### src/rtl/relu_sequencer.sv
// relu_sequencer: counts the pixels of one image, snapshots the layer-1
// accumulator sums plus bias through ReLU and requantisation, then streams
// one activation per node to layer 2 over a valid/ready handshake. The
// accumulator is cleared between images.
module relu_sequencer #(
  parameter int NODES      = 16,
  parameter int IN_W       = 24,
  parameter int OUT_W      = 8,
  parameter int NUM_INPUTS = 784,
  parameter int SHIFT      = 8,
  localparam int IDX_W     = (NODES > 1) ? $clog2(NODES) : 1
) (
  input  logic                  clk,
  input  logic                  clr,
  input  logic                  pixValid,
  output logic                  inReady,
  input  logic [NODES*IN_W-1:0] sumIn,
  input  logic [NODES*IN_W-1:0] biasIn,
  output logic                  accClr,
  output logic [OUT_W-1:0]      actOut,
  output logic [IDX_W-1:0]      actIdx,
  output logic                  actValid,
  output logic                  actLast,
  input  logic                  actReady
);

  localparam int CNT_W = (NUM_INPUTS > 1) ? $clog2(NUM_INPUTS) : 1;

  // Ceiling of the requantised value, held in a width that can never
  // truncate the shifted sum regardless of how IN_W and OUT_W compare.
  localparam logic [IN_W+OUT_W:0] SAT_MAX = {{(IN_W+1){1'b0}}, {OUT_W{1'b1}}};

  typedef enum logic [1:0] {
    S_CLEAR  = 2'd0,
    S_ACCUM  = 2'd1,
    S_SETTLE = 2'd2,
    S_EMIT   = 2'd3
  } state_t;

  state_t             state;
  state_t             nxt_state;
  logic [CNT_W-1:0]   pix_cnt;
  logic [IDX_W-1:0]   node_idx;
  logic [OUT_W-1:0]   act_buf [NODES];
  logic               pix_last;
  logic               node_last;

  // Bias add in IN_W+1 bits so the sum cannot wrap, ReLU, arithmetic shift,
  // then clamp to the unsigned OUT_W range.
  function automatic logic [OUT_W-1:0] relu_sat(input logic signed [IN_W-1:0] s,
                                                 input logic signed [IN_W-1:0] b);
    logic signed [IN_W:0]   r;
    logic signed [IN_W:0]   q;
    logic [IN_W+OUT_W:0]    qw;
    r  = (IN_W+1)'(s) + (IN_W+1)'(b);
    q  = r >>> SHIFT;
    qw = {{OUT_W{1'b0}}, q};
    if (r[IN_W])
      return '0;
    else if (qw > SAT_MAX)
      return '1;
    else
      return qw[OUT_W-1:0];
  endfunction

  assign pix_last  = (pix_cnt == CNT_W'(NUM_INPUTS - 1));
  assign node_last = (node_idx == IDX_W'(NODES - 1));

  // State register.
  always_ff @(posedge clk or posedge clr) begin
    if (clr) state <= S_CLEAR;
    else     state <= nxt_state;
  end

  // Next-state logic: CLEAR -> ACCUM -> SETTLE -> EMIT -> CLEAR.
  always_comb begin
    nxt_state = state;
    case (state)
      S_CLEAR:  nxt_state = S_ACCUM;
      S_ACCUM:  if (pixValid && pix_last) nxt_state = S_SETTLE;
      S_SETTLE: nxt_state = S_EMIT;
      S_EMIT:   if (actReady && node_last) nxt_state = S_CLEAR;
      default:  nxt_state = S_CLEAR;
    endcase
  end

  // Output decode; every output is a function of flops only, so nothing
  // moves between clock edges.
  always_comb begin
    inReady  = 1'b0;
    accClr   = 1'b0;
    actValid = 1'b0;
    actLast  = 1'b0;
    actOut   = '0;
    actIdx   = '0;
    case (state)
      S_CLEAR: accClr = 1'b1;
      S_ACCUM: inReady = 1'b1;
      S_EMIT: begin
        actValid = 1'b1;
        actOut   = act_buf[node_idx];
        actIdx   = node_idx;
        actLast  = node_last;
      end
      default: ;
    endcase
  end

  // Pixel counter: only accepts in ACCUM count; restarts each image.
  always_ff @(posedge clk or posedge clr) begin
    if (clr) begin
      pix_cnt <= '0;
    end else if (state == S_CLEAR) begin
      pix_cnt <= '0;
    end else if (state == S_ACCUM && pixValid) begin
      pix_cnt <= pix_last ? '0 : pix_cnt + 1'b1;
    end
  end

  // Node pointer: advances on each accepted activation, holds while stalled.
  always_ff @(posedge clk or posedge clr) begin
    if (clr) begin
      node_idx <= '0;
    end else if (state == S_CLEAR) begin
      node_idx <= '0;
    end else if (state == S_EMIT && actReady) begin
      node_idx <= node_last ? '0 : node_idx + 1'b1;
    end
  end

  // ---- snapshot stage: accumulator settled during SETTLE, capture all lanes ----
  always_ff @(posedge clk or posedge clr) begin
    if (clr) begin
      for (int m = 0; m < NODES; m++) act_buf[m] <= '0;
    end else if (state == S_SETTLE) begin
      for (int m = 0; m < NODES; m++)
        act_buf[m] <= relu_sat(sumIn[m*IN_W +: IN_W], biasIn[m*IN_W +: IN_W]);
    end
  end

endmodule

### config.mk
export PLATFORM = sky130hd
export DESIGN_NAME = relu_sequencer
export DESIGN_NICKNAME = d
export VERILOG_FILES = /design/src/rtl/relu_sequencer.sv
export SDC_FILE = /design/constraint.sdc
export NUM_CORES = 1
export LEC_CHECK = 0
export CAP_MARGIN = 20
export CORE_AREA = 2 2 304 306
export CTS_CLUSTER_DIAMETER = 30
export DETAILED_ROUTE_END_ITERATION = 12
export DIE_AREA = 0 0 306 308
export PLACE_DENSITY = 0.46
export SLEW_MARGIN = 20
export SYNTH_ARGS = -nofsm -noshare
export SYNTH_HDL_FRONTEND = slang
export SYNTH_SLANG_ARGS = --single-unit
### constraint.sdc
create_clock -name clk -period 13.5 [get_ports clk]
set_clock_uncertainty 0.05 [all_clocks]
set_input_delay 2.7 -clock clk [delete_from_list [all_inputs] [get_ports clk]]
set_output_delay 2.7 -clock clk [all_outputs]
set_load 0.01 [all_outputs]
==> results.toml, run 1 <==
[route]
drcViolationCount = 0
drt_iter0_drc = 1178
vias = 24400
wl_um = 102000
dr.pass1.iters = 5
vias_per_cell = 5.16
ant_nets = 0
wl_per_cell_um = 21.5

[placement]
hpwl_um = 87800
gp_congestion = 0.913
io_buffers = 787
dp_slack_ns = 6.78
place_area_mm2 = 0.0318

[clock_tree]
clockBufferDepth = 2
h-tree-depth = 4
cts_buffers = 17
tritoncts = "yes"
clock-sinks = 144
post_cts_resized = 0
clkTransAtPathRegs_ns = 0.07
ctsHoldBuffers = 0
clockRootBuffer = "clkbuf_16"
post_cts_buffers = 0
clk_latency_ns = 0.46

[grt]
grt_pass1_wl_um = 151000
grt_overflow = 0
grt_pass1_vias = 24437
grt_antenna_before_repair = 20
grt.total_usage_pct = 20.8
grt_max_degree = 87

[timing]
finalMaxSlewViolations = 0
tns_ns = 0
hold_violations = 0
max_slew_margin_pct = 33.8
holdWs_ns = 0.460
fin_ws_ns = 7.22
rsz0062_at_grt = "false"
setup_violations = 0
period_needed_ns = 6.28
worst_slew_pin_slew_ns = 0.993
min_period_over_period_pct = 46.6
fmaxAchievable_mhz = 159

[critical_path]
cp_cell_sequence = "buf_4, mux4_2, mux4_2, and2_1, clkdlybuf4s50_1"
required_ns = 10.75
r2r_cells = 9
crit_buf_inv = 2
path_max_fanout = 30
worstSetupEndpointType = "primary output"
cpMostUsedCell = "mux4_2"
cp.arrival_ns = 3.53
slowest_stage = "mux4_2"
critical_path_class = "reg2out"
reg2reg_slack_ns = 9.86
crit_path_start_kind = "register"
cpPeakStageDelay_ns = 0.65
cpLargestDelayFamily = "buffers and inverters"
regToRegStartpoint = "state[0]"
r2r-end = "act_buf[35]"

[yosys]
synth_edf_count = 0
async_flop_share_pct = 100
mappedNetlistArea_mm2 = 0.0226
ys_warn_count = 0
ys_types = 88
ys_ff_latch = 144
synth_top_area_share_pct = 20.7
netlist_instances = 2761
syn-num-nets = 3907
synth_area_leaders = "ha_1 21%, dfrtp_1 16%, a21oi_1 6.5%"
syn_area_per_cell_um2 = 8.19
synth_top_cell_by_area = "ha_1"
ys_seq_area_share_pct = 15.9
synth-main-ff-cell = "dfrtp_1"

[floorplan]
die_height_um = 308
num_rows = 111
core_area_mm2 = 0.0910
initial_core_util_pct = 24.9
die_width_um = 306
io_pins = 788
die_area_mm2 = 0.0942

[pwr]
powerDensity_mw_per_mm2 = 62.4
seq_power_share_pct = 23.0
p_int_mw = 1.26
pwr-share-comb_pct = 52.2
peakVddDrop_mv = 0.0593
switching_share_pct = 37.6
p_switching_mw = 0.761
pwr-share-clk_pct = 24.9
p_leak_nw = 13.5

[final_layout]
nNetsFinal = 4659
layout_common_cells = "787 x clkdlybuf4s50_1, 373 x ha_1, 292 x a21oi_1, 217 x nand2_1, 184 x nor2_1"
drive_gt1_share_pct = 4.48
fillers = 9522
final_common_cell = "clkdlybuf4s50_1"
syn_to_final_growth_pct = 43.5
design_area_mm2 = 0.0324

[run]
maxCapViolations = 0

[hold_path]
whs_path_depth = 1
hold_class = "reg2reg"
worst_hold_path.endpoint = "pix_cnt[9]"
hp-start = "pix_cnt[9]"

[run_status]
outcome = "finished clean"
==> how the worst max path moves through the flow <==
stage          depth (start not counted)   startpoint           to
3_5_place_dp                          11   sumIn[151]  act_buf[72]
6_report                               5  node_idx[0]    actOut[2]
2_1_floorplan                          1          clr   act_buf[0]
3_3_place_gp                          11   sumIn[151]  act_buf[73]
5_1_grt                                5  node_idx[0]    actOut[1]
4_1_cts                                5  node_idx[0]    actOut[1]
==> synth_stat cells, drive strengths merged, types with 12 or more instances <==
library cell  instances
a221o                12
mux4                 40
a21o                105
nor4                 15
and3                 37
xnor2                82
or4                  18
nand2               217
a211oi               64
nand4                49
o21bai               22
a31oi                40
and4                 15
o21a                 35
o2111ai              13
a211o                17
nand2b               36
or2                  21
and2                 38
nor2b                38
or3                  20
a2bb2oi              31
inv                  91
a22oi                30
ha                  374
a21oi               293
clkbuf               50
o211ai               29
o21ai               156
a21boi               16
o221ai               15
nor2                184
nand3                75
dfrtp               144
xor2                 78
nor3                 58
o221a                16
mux2i                20
==> cell type report <==
cell class / instances / area (um^2) / area share [%]
Sequential cell: 144 / 3610 / 11.1
Inverter: 92 / 353 / 1.09
Timing Repair Buffer: 793 / 7920 / 24.4
Clock inverter: 14 / 166 / 0.513
Tap cell: 1186 / 1480 / 4.57
Clock buffer: 18 / 439 / 1.35
Antenna cell: 15 / 37.5 / 0.116
Multi-Input combinational cell: 2465 / 18400 / 56.8
==> power groups by stage <==
stage | registers, mW | clock network (mW) | logic, mW
floorplan | 0.464 | 0 | 0.622
global placement | 0.474 | 0 | 1.06
detailed placement | 0.474 | 0 | 1.05
CTS | 0.466 | 0.521 | 1.06
global route | 0.468 | 0.540 | 1.17
finish | 0.465 | 0.503 | 1.06
==> sequential cells by signal, indices dropped and copies added, names as in the netlist <==
signal and count:
act_buf 128, pix_cnt 10, node_idx 4, state 2
==> layer usage <==
metal,GRT usage [%],vias to the layer above,wire (um)
met1,25.5,11438,44100
met3,4.62,78,5560
met5,0,-,69
met4,5.53,10,2100
li1,-,12224,-
met2,36.3,650,49800
==> logic make-up (layout without fill, tap and decap cells) <==
| logic type | count (synthesis) | count (layout) | synth area share (%) |
|---|---|---|---|
| AO/OA/AOI/OAI | 1004 | 1004 | 29.8 |
| XOR/XNOR | 160 | 160 | 6.20 |
| adder cells (fa/ha/maj) | 374 | 374 | 20.7 |
| buffers and inverters | 152 | 917 | 2.61 |
| flip-flops | 144 | 144 | 15.9 |
| multiplexers | 71 | 71 | 5.42 |
| other | 0 | 15 | 0 |
| AND/OR/NAND/NOR | 856 | 856 | 19.3 |
==> worst register-to-register path, stage by stage, from the launching register on <==
cell and delay (ns):
dfrtp_1 0.41, inv_1 0.15, ha_4 0.52, o311ai_1 0.24, or3_1 0.36, or4_1 0.50
o211a_1 0.15, a2111o_1 0.36, or4_4 0.55, o221a_1 0.25
==> through the flow <==
| stage | util (%) | cells | power (mW) |
|---|---|---|---|
| floorplan | - | 2761 | 1.09 |
| finish | 35.7 | 4727 | 2.02 |
| global route | 35.6 | 4723 | 2.17 |
| CTS | 35.6 | 4712 | 2.05 |
| detailed placement | 34.9 | 4680 | 1.53 |
| global placement | 34.9 | 4680 | 1.53 |
Power figures use the tool's default switching activity.
==> run 2: changes to the inputs <==
Settings changed: CORE_AREA 2 2 304 306 to 2 2 303 305, DIE_AREA 0 0 306 308 to 0 0 305 307, PLACE_DENSITY 0.46 to 0.48.
Clock period 13.5 ns to 5.4 ns, I/O delays scaled along.
==> results.toml, run 2 (synthesis results as in run 1) <==
[final_layout]
fillers = 9515
final_common_cell = "clkdlybuf4s50_1"
design_area_mm2 = 0.0325
largest-register = "act_buf"
ff_latch_area_mm2 = 0.00361
nNetsFinal = 4669
multi_input_area_mm2 = 0.0184
reg_top3 = "act_buf (128), pix_cnt (10), node_idx (4)"
syn_to_final_growth_pct = 43.7
drive_gt1_share_pct = 4.75
layout_common_cells = "787 x clkdlybuf4s50_1, 373 x ha_1, 292 x a21oi_1, 217 x nand2_1, 184 x nor2_1"
largest_register_ffs = 128

[critical_path]
crit_buf_inv = 2
cp.arrival_ns = 3.41
cpLargestDelayFamily = "multiplexers"
cpPeakStageDelay_ns = 0.74
path_max_fanout = 20
cp_cell_sequence = "buf_12, mux4_2, mux4_2, and2_1, clkdlybuf4s50_1"
required_ns = 4.27
cpMostUsedCell = "mux4_2"
crit_path_start_kind = "register"
worstSetupEndpointType = "primary output"
slowest_stage = "dfrtp_2"
critical_path_class = "reg2out"

[clock_tree]
clock-sinks = 144
h-tree-depth = 4
clockRootBuffer = "clkbuf_16"
post_cts_buffers = 0
cts_buffers = 17
clockBufferDepth = 2
ctsHoldBuffers = 0
tritoncts = "yes"
clkTransAtPathRegs_ns = 0.07
clk_latency_ns = 0.50
post_cts_resized = 0

[floorplan]
num_rows = 111
die_width_um = 305
io_pins = 788
die_area_mm2 = 0.0936
initial_core_util_pct = 24.9
core_area_mm2 = 0.0907
die_height_um = 307

[route]
vias = 24306
dr.pass1.iters = 5
drt_iter0_drc = 1148
vias_per_cell = 5.14
wl_um = 99600
ant_nets = 0
drcViolationCount = 0
wl_per_cell_um = 21.0

[timing]
max_slew_margin_pct = 35.2
tns_ns = 0
worst_slew_pin_slew_ns = 0.972
period_needed_ns = 4.54
fmaxAchievable_mhz = 220
min_period_over_period_pct = 84.0
finalMaxSlewViolations = 0
rsz0062_at_grt = "false"
hold_violations = 0
setup_violations = 0

[grt]
grt_pass1_wl_um = 149000
grt_pass1_vias = 24370
grt_overflow = 0
grt_max_degree = 89
grt.total_usage_pct = 20.7
grt_antenna_before_repair = 15

[pwr]
powerDensity_mw_per_mm2 = 153
finalPower_mw = 4.97
p_leak_nw = 13.6
peakVddDrop_mv = 0.200

[run_status]
outcome = "finished clean"

[placement]
place_area_mm2 = 0.0319
hpwl_um = 86500
gp_congestion = 0.887
io_buffers = 787

[hold_path]
hold_class = "reg2reg"

[run]
maxCapViolations = 0
[run 2: cell type report]
cell class / instances / area share, %
antenna: 11 / 0.0847
clock buffer: 18 / 1.35
clock inverter: 14 / 0.381
inverter: 92 / 1.09
multi-input combinational: 2465 / 56.7
sequential: 144 / 11.1
tap: 1186 / 4.57
timing repair buffer: 803 / 24.7
[run 2: layer usage]
metal  global-route usage [%]  wire (um)  share of wire, %
met5                        0         53             0.053
met4                     5.12       1570               1.6
met3                     4.67       5530               5.6
met2                     37.1      49900                50
met1                     24.8      42500                43
[run 2: worst paths after layout]
path / end / slack [ns] / depth (start not counted) / start
worst max-delay path: actOut[3] / 0.86 / 5 / node_idx[0]
worst min register to register: pix_cnt[9] / 0.45 / 1 / pix_cnt[9]
min in group asynchronous: act_buf[47] / 1.08 / 2 / clr
worst min-delay path: pix_cnt[9] / 0.45 / 1 / pix_cnt[9]
max in group asynchronous: act_buf[2] / 3.38 / 3 / clr
worst max register to register: act_buf[33] / 1.92 / 9 / state[0]
[run 2: through the flow]
stage	utilization (%)	setup WS, ns	std cells	hold slack [ns]
after detailed placement	35.2	0.653	4690	0.440
final	35.8	0.864	4733	0.447
after CTS	35.8	0.736	4722	0.452
after global placement	35.2	0.661	4690	0.443
after floorplan	-	0.404	2761	0.409
after global routing	35.8	0.639	4730	0.497
[run 2: report_power, final]
part	internal [mW]	switching, mW
sequential	1.12	0.0482
combinational	1.33	1.29
clock	0.613	0.564
total	3.07	1.90
==> run 3: changes to the inputs <==
Clock period 5.4 ns to 3.8 ns, I/O delays scaled along.
==> results.toml, run 3 (synthesis results as in run 1) <==
[timing]
setup_violations = 0
min_period_over_period_pct = 98.1
period_needed_ns = 3.73
max_slew_margin_pct = 38.1
fmaxAchievable_mhz = 268
finalMaxSlewViolations = 0
worst_slew_pin_slew_ns = 0.928
rsz0062_at_grt = "false"
hold_violations = 0
tns_ns = 0

[floorplan]
io_pins = 788
die_area_mm2 = 0.0936
core_area_mm2 = 0.0907
die_height_um = 307
die_width_um = 305
initial_core_util_pct = 24.9
num_rows = 111

[final_layout]
drive_gt1_share_pct = 12.8
nNetsFinal = 4984
largest_register_ffs = 128
final_common_cell = "clkdlybuf4s50_1"
layout_common_cells = "779 x clkdlybuf4s50_1, 373 x ha_1, 324 x buf_4, 291 x a21oi_1, 217 x nand2_1"
reg_top3 = "act_buf (128), pix_cnt (10), node_idx (4)"
design_area_mm2 = 0.0350
largest-register = "act_buf"
syn_to_final_growth_pct = 54.8

[clock_tree]
h-tree-depth = 4
clockRootBuffer = "clkbuf_16"
clock-sinks = 144
tritoncts = "yes"
clockBufferDepth = 2
post_cts_buffers = 0
clkTransAtPathRegs_ns = 0.07
clk_latency_ns = 0.45
cts_buffers = 17

[placement]
io_buffers = 787
place_area_mm2 = 0.0343
gp_congestion = 0.919
hpwl_um = 88500

[pwr]
peakVddDrop_mv = 0.251
powerDensity_mw_per_mm2 = 216
p_leak_nw = 15.2
finalPower_mw = 7.57

[critical_path]
cp_cell_sequence = "clkdlybuf4s50_1, ha_1, a2111oi_2, o21ai_1, o2111ai_1, nand2_1, or4_1, o211a_1, a2111o_1, or4_4, o221a_1"
r2r-end = "act_buf[35]"
required_ns = 4.09
path_max_fanout = 8
regToRegStartpoint = "state[0]"
cp.arrival_ns = 4.02
cpPeakStageDelay_ns = 0.55
worstSetupEndpointType = "register"
slowest_stage = "or4_4"
crit_path_start_kind = "input port"
reg2reg_slack_ns = 0.54
critical_path_class = "in2reg"
r2r_cells = 9

[grt]
grt_antenna_before_repair = 20
grt_max_degree = 145
grt.total_usage_pct = 21.1
grt_pass1_wl_um = 154000
grt_pass1_vias = 25902
grt_overflow = 0

[run]
maxCapViolations = 0

[route]
wl_per_cell_um = 20.2
vias_per_cell = 5.05
wl_um = 102000
drt_iter0_drc = 1320
drcViolationCount = 0
ant_nets = 0
vias = 25493
dr.pass1.iters = 5

[run_status]
outcome = "finished clean"

[hold_path]
worst_hold_path.endpoint = "pix_cnt[9]"
hold_class = "reg2reg"
hp-start = "pix_cnt[9]"
whs_path_depth = 1
==> run 3: changes by cell type in the layout (fill, tap and decap cells not counted), moves of 4 or more <==
cell | previous run | this run
buf_4 | 14 | 324
clkdlybuf4s50_1 | 787 | 779
diode_2 | 11 | 15
dlygate4sd2_1 | 0 | 8
==> run 3: worst max-delay path by stage <==
stage / startpoint / end / slack [ns] / depth (start not counted)
3_3_place_gp: sumIn[49] / act_buf[110] / -0.38 / 11
3_5_place_dp: sumIn[49] / act_buf[107] / -0.41 / 11
6_report: biasIn[282] / act_buf[35] / 0.07 / 11
2_1_floorplan: sumIn[281] / act_buf[34] / 0.1 / 10
4_1_cts: sumIn[49] / act_buf[107] / 0.08 / 11
5_1_grt: biasIn[282] / act_buf[35] / 0.003 / 11
==> run 3: power by group <==
part | switching (mW) | total [mW] | internal, mW | leakage, nW
Sequential | 0.0640 | 1.65 | 1.59 | 1.63
Combinational | 1.92 | 4.14 | 2.22 | 13.3
Clock | 0.790 | 1.78 | 0.987 | 0.289
Total | 2.78 | 7.57 | 4.79 | 15.2
==> run 3: area by class of cell <==
cell class	instances	area, um^2
inverter	92	352
sequential	144	3610
tap	1186	1480
clock buffer	17	425
timing repair buffer	1118	10400
fill	9383	55700
multi-input combinational	2465	18500
clock inverter	15	173
antenna	15	37.5
==> run 3: metal layers <==
metal	up-vias	routed length (um)	track usage, %
met2	587	50500	37.9
li1	12884	-	-
met5	-	102	0
met4	14	1810	4.64
met1	11935	44500	25.7
met3	73	4970	4.27
==> run 3: worst max-delay path: cells and delay by family <==
family                   cells  cell delay (ns)
adder cells (fa/ha/maj)      1             0.31
AND/OR/NAND/NOR              3             1.15
buffers and inverters        1             0.43
AO/OA/AOI/OAI                6             1.36
==> run 3: per-stage QoR <==
| stage | util (%) | hold slack (ns) | std cells | setup WS (ns) |
|---|---|---|---|---|
| 2_1_floorplan | - | 0.409 | 2761 | 0.0988 |
| 3_3_place_gp | 37.8 | 0.436 | 5004 | -0.381 |
| 3_5_place_dp | 37.8 | 0.438 | 5004 | -0.414 |
| 4_1_cts | 38.5 | 0.460 | 5037 | 0.0844 |
| 5_1_grt | 38.6 | 0.498 | 5048 | 0.00267 |
| 6_report | 38.6 | 0.457 | 5052 | 0.0711 |
==> run 3: what timing repair did <==
action,CTS,global route
gates resized for setup,12,11
gates cloned,1,0
pin swaps,0,1
hold buffers,0,0
endpoints found under the setup margin,8,37
